<file path="config.mk">
export PLATFORM = sky130hd
export DESIGN_NAME = pipo_load_arbiter
export DESIGN_NICKNAME = d
export VERILOG_FILES = /design/src/rtl/pipo_ctrl_pkg.sv /design/src/rtl/rr_pick.sv /design/src/rtl/pipo_load_arbiter.sv
export SDC_FILE = /design/constraint.sdc
export NUM_CORES = 1
export LEC_CHECK = 0
export BUFFER_PORTS_ARGS = -buffer_cell sky130_fd_sc_hd__buf_2
export CORE_MARGIN = 5
export CORE_UTILIZATION = 52
export CTS_BUF_LIST = sky130_fd_sc_hd__clkbuf_16
export CTS_CLUSTER_SIZE = 40
export DETAILED_ROUTE_END_ITERATION = 7
export GPL_ROUTABILITY_DRIVEN = 0
export HOLD_SLACK_MARGIN = 0.03
export PLACE_DENSITY = 0.87
export SLEW_MARGIN = 20
export SYNTH_ARGS = -nofsm -noshare
export SYNTH_HDL_FRONTEND = slang
export SYNTH_SLANG_ARGS = --single-unit
</file>
<file path="constraint.sdc">
create_clock -name clk -period 3.5 [get_ports clk]
set_input_delay 0.525 -clock clk [delete_from_list [all_inputs] [get_ports clk]]
set_output_delay 0.525 -clock clk [all_outputs]
set_load 0.02 [all_outputs]
</file>
<file path="src/rtl/pipo_ctrl_pkg.sv">
// ============================================================================
// pipo_ctrl_pkg : shared types and width helpers for the PIPO load arbiter
// Rev 1.0
// ============================================================================
`default_nettype none

package pipo_ctrl_pkg;

  typedef enum logic [0:0] {
    IDLE = 1'b0,
    HOLD = 1'b1
  } state_e;

  // Index width for N requesters; never narrower than one bit.
  function automatic int id_w(input int n);
    return (n <= 2) ? 1 : $clog2(n);
  endfunction

  // Counter width able to hold 0..h.
  function automatic int cnt_w(input int h);
    return (h <= 1) ? 1 : $clog2(h + 1);
  endfunction

endpackage

`default_nettype wire

</file>
<file path="src/rtl/rr_pick.sv">
// ============================================================================
// rr_pick : combinational round-robin picker, first set request at or after ptr
// Rev 1.0
// ============================================================================
`default_nettype none

module rr_pick #(
  parameter int N_REQ = 4,
  parameter int ID_W  = pipo_ctrl_pkg::id_w(N_REQ)
) (
  input  logic [N_REQ-1:0] req,
  input  logic [ID_W-1:0]  ptr,
  output logic             any,
  output logic [ID_W-1:0]  idx,
  output logic [N_REQ-1:0] onehot
);

  localparam logic [ID_W:0] NQ = (ID_W + 1)'(N_REQ);

  logic [ID_W:0] cand;

  always_comb begin
    any    = 1'b0;
    idx    = '0;
    onehot = '0;
    cand   = '0;
    for (int k = 0; k < N_REQ; k++) begin
      // ptr + k stays below 2*N_REQ, so one conditional subtract is a full modulo.
      cand = {1'b0, ptr} + (ID_W + 1)'(k);
      if (cand >= NQ) begin
        cand = cand - NQ;
      end
      if (!any && req[cand[ID_W-1:0]]) begin
        any                     = 1'b1;
        idx                     = cand[ID_W-1:0];
        onehot[cand[ID_W-1:0]]  = 1'b1;
      end
    end
  end

endmodule

`default_nettype wire

</file>
<file path="src/rtl/pipo_load_arbiter.sv">
// ============================================================================
// pipo_load_arbiter : round-robin loader for a shared PIPO register with a
//                     post-load hold window
// Rev 1.0
// ============================================================================
`default_nettype none

module pipo_load_arbiter
  import pipo_ctrl_pkg::*;
#(
  parameter int WIDTH       = 4,
  parameter int N_REQ       = 4,
  parameter int HOLD_CYCLES = 2
) (
  input  logic                      clk,
  input  logic                      rst,
  input  logic [N_REQ-1:0]          req_valid,
  input  logic [N_REQ*WIDTH-1:0]    req_data,
  output logic [N_REQ-1:0]          req_ready,
  output logic [WIDTH-1:0]          pipo_data,
  output logic                      pipo_upd,
  output logic [id_w(N_REQ)-1:0]    gnt_id,
  output logic                      busy
);

  localparam int ID_W  = id_w(N_REQ);
  localparam int CNT_W = cnt_w(HOLD_CYCLES);

  localparam logic [ID_W-1:0]  LAST_ID   = ID_W'(N_REQ - 1);
  localparam logic [CNT_W-1:0] HOLD_LOAD = CNT_W'(HOLD_CYCLES - 1);

  state_e             state_q, state_d;
  logic [ID_W-1:0]    ptr_q, ptr_d;
  logic [CNT_W-1:0]   hold_cnt_q, hold_cnt_d;
  logic [WIDTH-1:0]   pipo_data_q, pipo_data_d;
  logic               pipo_upd_q, pipo_upd_d;
  logic [ID_W-1:0]    gnt_id_q, gnt_id_d;

  logic               pick_any;
  logic [ID_W-1:0]    pick_idx;
  logic [N_REQ-1:0]   pick_onehot;
  logic [WIDTH-1:0]   req_word [N_REQ];

  for (genvar i = 0; i < N_REQ; i++) begin : g_slice
    assign req_word[i] = req_data[i*WIDTH +: WIDTH];
  end

  rr_pick #(
    .N_REQ (N_REQ),
    .ID_W  (ID_W)
  ) u_pick (
    .req    (req_valid),
    .ptr    (ptr_q),
    .any    (pick_any),
    .idx    (pick_idx),
    .onehot (pick_onehot)
  );

  always_comb begin
    state_d     = state_q;
    ptr_d       = ptr_q;
    hold_cnt_d  = hold_cnt_q;
    pipo_data_d = pipo_data_q;
    gnt_id_d    = gnt_id_q;
    pipo_upd_d  = 1'b0;
    req_ready   = '0;

    case (state_q)
      IDLE: begin
        // Only the winner sees ready, so valid&ready never hits two requesters.
        req_ready = pick_onehot;
        if (pick_any) begin
          pipo_data_d = req_word[pick_idx];
          gnt_id_d    = pick_idx;
          ptr_d       = (pick_idx == LAST_ID) ? '0 : pick_idx + ID_W'(1);
          hold_cnt_d  = HOLD_LOAD;
          pipo_upd_d  = 1'b1;
          state_d     = HOLD;
        end
      end
      HOLD: begin
        if (hold_cnt_q == '0) begin
          state_d = IDLE;
        end else begin
          hold_cnt_d = hold_cnt_q - CNT_W'(1);
        end
      end
      default: state_d = IDLE;
    endcase

    if (rst) begin
      req_ready = '0;
    end
  end

  always_ff @(posedge clk or posedge rst) begin
    if (rst) begin
      state_q     <= IDLE;
      ptr_q       <= '0;
      hold_cnt_q  <= '0;
      pipo_data_q <= '0;
      pipo_upd_q  <= 1'b0;
      gnt_id_q    <= '0;
    end else begin
      state_q     <= state_d;
      ptr_q       <= ptr_d;
      hold_cnt_q  <= hold_cnt_d;
      pipo_data_q <= pipo_data_d;
      pipo_upd_q  <= pipo_upd_d;
      gnt_id_q    <= gnt_id_d;
    end
  end

  assign pipo_data = pipo_data_q;
  assign pipo_upd  = pipo_upd_q;
  assign gnt_id    = gnt_id_q;
  assign busy      = (state_q == HOLD) && !rst;

endmodule

`default_nettype wire

</file>
## Word level (Yosys, flattened, before mapping)

Cells that the tools add are included.

| word-level totals | value |
|---|---|
| register bits after elaboration | 12 |
| latch bits | 0 |
| memory bits (writable) | 0 |
| memory bits (read-only) | 0 |
| input bits | 22 |
| output and inout bits | 12 |
| logic and storage cells | 96 |
| memories | 0 |

| cells by class | value |
|---|---|
| $add $sub $neg | 9 |
| multipliers | 0 |
| divide/modulo/power cells | 0 |
| magnitude comparators | 13 |
| equal/unequal tests | 3 |
| shift operators | 0 |
| muxes and demuxes | 45 |
| bitwise logic cells | 5 |
| reduce and logical (&&, ||, !) cells | 15 |

Operator list:

| operator | number |
|---|---|
| 4-bit 2-to-1 mux | 8 |
| 2-bit 2-to-1 mux | 11 |
| 1-bit 2-to-1 mux | 15 |
| 3-bit greater-or-equal comparator (second input constant) | 4 |
| 2-bit by 3-bit less-than comparator with 1-bit output (second input constant) | 4 |
| 4-bit OR | 3 |
| 2-bit by 1-bit subtractor with 2-bit output (second input constant) | 5 |
| 1-bit binary-select mux with 2-bit select | 4 |
| 4-bit binary-select mux with 2-bit select | 1 |
| 1-bit demux with 2-bit select | 4 |
| 2-bit by 1-bit greater-or-equal comparator with 1-bit output (second input constant) | 4 |
| 1-bit logical AND | 8 |
| 2-bit by 2-bit adder with 3-bit output (second input constant) | 2 |
| 1-bit zero test | 4 |
| 2-bit inequality test (second input constant) | 2 |
| 2-bit case mux with 2 select lines | 1 |
| 2-bit AND reduction | 2 |
| 2-bit by 1-bit adder with 3-bit output (second input constant) | 1 |
| 2-bit by 3-bit greater-or-equal comparator with 1-bit output (second input constant) | 1 |
| 2-bit inverter with 3-bit output | 1 |
| 2-bit by 1-bit adder with 2-bit output (second input constant) | 1 |
| 2-bit == test (second input constant) | 1 |
| 2-bit zero test | 1 |
| 1-bit case mux with 2 select lines | 1 |
| 1-bit inverter | 1 |

## Longest topological paths before layout

| depth | value |
|---|---|
| word-level depth | 18 |
| gate-level depth with buffers | 9 |
| gate-level depth less buffers | 7 |

## Modules after synthesis

A second synthesis with hierarchy kept.

| second synthesis, totals | value |
|---|---|
| cell total of the unflattened synthesis | 91 |
| area total of the unflattened synthesis | 1058.5 um2 |

By module, submodules not included:

| module | instances | cells an instance | area each (um2) | sequential area each (um2) |
|---|---|---|---|---|
| pipo_load_arbiter | 1 | 46 | 636.9 | 300.3 |
| rr_pick | 1 | 45 | 421.7 | 0.0 |

## Worst setup path after synthesis

No wires, ideal clock.

| timing | value |
|---|---|
| kind | reg2out |
| from | register ptr_q[0] |
| to | output port req_ready[0] |
| arrival time | 2.582 ns |
| required time | 2.975 ns |
| path slack | 0.393 ns |
| cell stages (with the launch flop) | 10 |
| path buffers | 2 |
| cells stage by stage | dfrtp_1 > buf_4 > inv_1 > ha_1 > clkbuf_1 > mux4_2 > nor2b_2 > a22oi_1 > a2bb2oi_1 > a21oi_1 |

| on the way | value |
|---|---|
| cells in the longest elaborated chain, start to end | 16 |
| elaborated cells between the ends (all ways) | 61 |
| those cells by class | add/sub (7); order compare (12); mux (29); bitwise (3); reduce/logical (10) |

RTL lines:

| item | RTL line | source |
|---|---|---|
| start: declaration | pipo_load_arbiter.sv:33 | `logic [ID_W-1:0] ptr_q, ptr_d;` |
| start signal: assignment | pipo_load_arbiter.sv:106 | `ptr_q <= ptr_d;` |
| parallel branches: the longest is 13 deep, another holds 2-bit by 1-bit adder with 3-bit output | - |  |
| 4-bit 2-to-1 mux * | rr_pick.sv:33 | `if (!any && req[cand[ID_W-1:0]]) begin` |
| 4-bit 2-to-1 mux * | pipo_load_arbiter.sv:68 | `case (state_q)` |
| 4-bit 2-to-1 mux * | pipo_load_arbiter.sv:91 | `if (rst) begin` |
| end: declaration | pipo_load_arbiter.sv:19 | `output logic [N_REQ-1:0] req_ready,` |

Mark *: on every way between the ends. The select of a mux whose other input is x is not followed.

## Final worst setup path

| timing | value |
|---|---|
| from | register ptr_q[1] |
| to | output port req_ready[0] |

The elaborated chain is that of the path after synthesis.

==> results.yml <==
status:
  status: "finished, final reports clean"
place:
  dp_hpwl_um: 2279
  place_inst: 183
  port_buffers: 33
finish:
  drive_above_1_share_pct: 33.96
  fin_cells: 187
  antenna_cells: 0
  fin_util_pct: 66.04
  syn_to_final_growth_pct: 19.60
  final_nets: 191
global_route:
  grt_start_max_net_pins: 18
  grt_pass1_vias: 1168
  grt_pass1_wl_um: 5658
  track_usage_pct: 20.63
  grt-ovfl-total: 0
  antenna_found_initial: 0
yosys:
  synth_fp_nets: 160
  synth-main-ff-cell: "dfrtp_1"
  post_synth_num_cell_types: 46
  syn_inst: 129
  yosysSeqAreaShare_pct: 24.12
  yosys_warnings: 0
  synth_seq_cells: 12
  synth_edf_count: 0
  syn_area_um2: 1245
  synthArstFlopShare_pct: 100.0
  syn_avg_cell_area_um2: 9.651
critical_path:
  reg2regPathDepth: 7
  rrSetupSlack_ps: 800
  worstReg2RegStart: "ptr_q[1]"
  cp.required_ps: 2970
  arrival_ps: 2720
  start_kind: "flop"
  crit_path_end_kind: "output port"
  crit_fanout: 10
  r2r_end: "ptr_q[1]"
  critPathKind: "flop to output port"
power_and_ir_drop:
  p_leak_nw: 0.7036
  pwr_density_cell_nw_per_um2: 965.1
  vdd_drop_max_mv: 0.6447
routing:
  drtPass1Iterations: 5
  avgRoutedWirePerCell_um: 17.98
  postRouteAntennaNets: 0
  via_per_inst: 6.412
  vias: 1199
  drc_errors: 0
  first_iter_violations: 42
  drt-total-wl_um: 3362
timing:
  layout_min_cycle_time_ps: 3250
  period_share_pct: 92.84
  maxSlewHeadroom_pct: 60.67
  clock.fmax_mhz: 307.7
  hold_violations: 0
  finalSetupViolations: 0
  report.final.slew_viol_count: 0
  fin_skew_ps: 3.013
  worst_pin_slew_ps: 589.9
clocking:
  path_clk_slew_ps: 50
  cts.htree.levels: 1
  clock_sinks: 12
  cts_tree: "yes"
  cts_setup_buffers: 0
  clkLatencyLatePin_ps: 240
  ctsRootBufferMaster: "clkbuf_16"
  cts_buffers: 3
  cts_buffer_depth: 2
job:
  cap_violations: 0
floorplan:
  die-area_um2: 3473
  start_util_pct: 55.22
  core_area_um2: 2255
  dieWidth_um: 58.93
  rows: 17
  die_y_um: 58.93
  ios: 34
hold_path:
  hold_class: "primary input to async pin"
registers in the layout (all words and copies together) (netlist names):
name	cells
gnt_id	2
pipo_data	4
pipo_upd	1
hold_cnt_q	2
state_q	1
ptr_q	2
area by class of cell:
type / instances / area (um2)
inverter: 11 / 41.29
clock inverter: 1 / 3.754
timing repair buffer: 34 / 172.7
tap: 28 / 35.03
multi-input combinational: 98 / 860.8
clock buffer: 3 / 75.07
fill: 197 / 765.7
sequential: 12 / 300.3
worst max-delay path, cell delays in order (launching register included):
cell and delay [ps]:
dfrtp_1 540, inv_1 150, ha_2 470, mux4_2 410, nor2b_2 310, a22oi_1 110
a2bb2oi_1 150, a21oi_1 150, buf_2 180
kinds of logic after synthesis:
logic type	after synthesis	synth area share, %
compound gates	47	34.47
fa+ha+maj	9	9.045
buf+inv	19	6.934
flops	12	24.12
mux	10	11.26
simple gates	32	14.17
synth_stat cells, types with 2 or more instances:
master / count / area share, %
dfrtp_1: 12 / 24
a21oi_1: 4 / 1.6
or2_1: 2 / 1.0
inv_1: 11 / 3.3
a211oi_1: 4 / 2.4
nor2_1: 3 / 0.90
a22oi_1: 4 / 2.4
o221ai_1: 5 / 3.5
mux2_2: 2 / 1.8
mux2i_1: 5 / 4.0
buf_2: 3 / 1.2
ha_1: 9 / 9.0
clkbuf_1: 2 / 0.60
a2bb2oi_1: 4 / 2.8
o2111ai_1: 4 / 2.8
o211a_1: 3 / 2.4
o2bb2ai_1: 4 / 2.8
o21ai_0: 2 / 0.80
nand2_1: 14 / 4.2
mux4_2: 3 / 5.4
o311ai_2: 4 / 5.2
how the worst max path moves through the flow:
stage	startpoint	to	slack, ps	cells past startpoint
final	ptr_q[1]	req_ready[0]	250	8
after global routing	ptr_q[1]	req_ready[1]	-3	8
after floorplan	ptr_q[0]	req_ready[0]	390	9
after detailed placement	ptr_q[1]	req_ready[3]	500	8
after global placement	ptr_q[1]	req_ready[0]	660	8
after CTS	ptr_q[1]	req_ready[3]	230	8
metal layers:
metal | global-route usage [%] | vias up | part of all wire, %
met2 | 36.12 | 61 | 52
li1 | - | 568 | -
met1 | 26.11 | 566 | 40
met3 | 3.509 | 4 | 6.7
met4 | 5.178 | 0 | 1.1
met5 | 0 | - | 0
layout by cell type, fill, tap and decap left out, types with 2 or more instances in the layout:
master,instances
mux2i_1,5
o21ai_0,2
o2111ai_1,4
clkbuf_16,3
nor2_1,3
o211a_1,3
inv_1,11
a2bb2oi_1,4
ha_1,8
o311ai_2,4
a22oi_1,4
a21oi_1,4
buf_2,33
mux2_2,2
dfrtp_1,12
a211oi_1,4
mux4_2,3
nand2_1,14
or2_1,2
o2bb2ai_1,4
o221ai_1,5
metrics by stage:
stage | hold WS (ps) | worst slack [ps] | instance area (um2) | TNS [ps] | power [mW]
after floorplan | 389.7 | 392.6 | 1245 | 0 | 0.9890
final | 303.7 | 250.4 | 1489 | 0 | 1.437
after global routing | 359.7 | -2.786 | 1489 | -2.786 | 1.551
after global placement | 455.5 | 662.7 | 1408 | 0 | 1.133
after detailed placement | 465.7 | 495.7 | 1408 | 0 | 1.182
after CTS | 319.2 | 227.2 | 1486 | 0 | 1.420
where the power goes:
group	total (mW)	switching, mW	internal, mW
sequential	0.268	0.0586	0.210
combinational	0.954	0.561	0.393
clock	0.215	0.0637	0.151
repair_timing:
item                                    4_1_cts  5_1_grt
endpoints found under the setup margin        0        3
hold buffers                                  0        0
gates resized for setup                       0        1
Power figures use the tool's default switching activity.
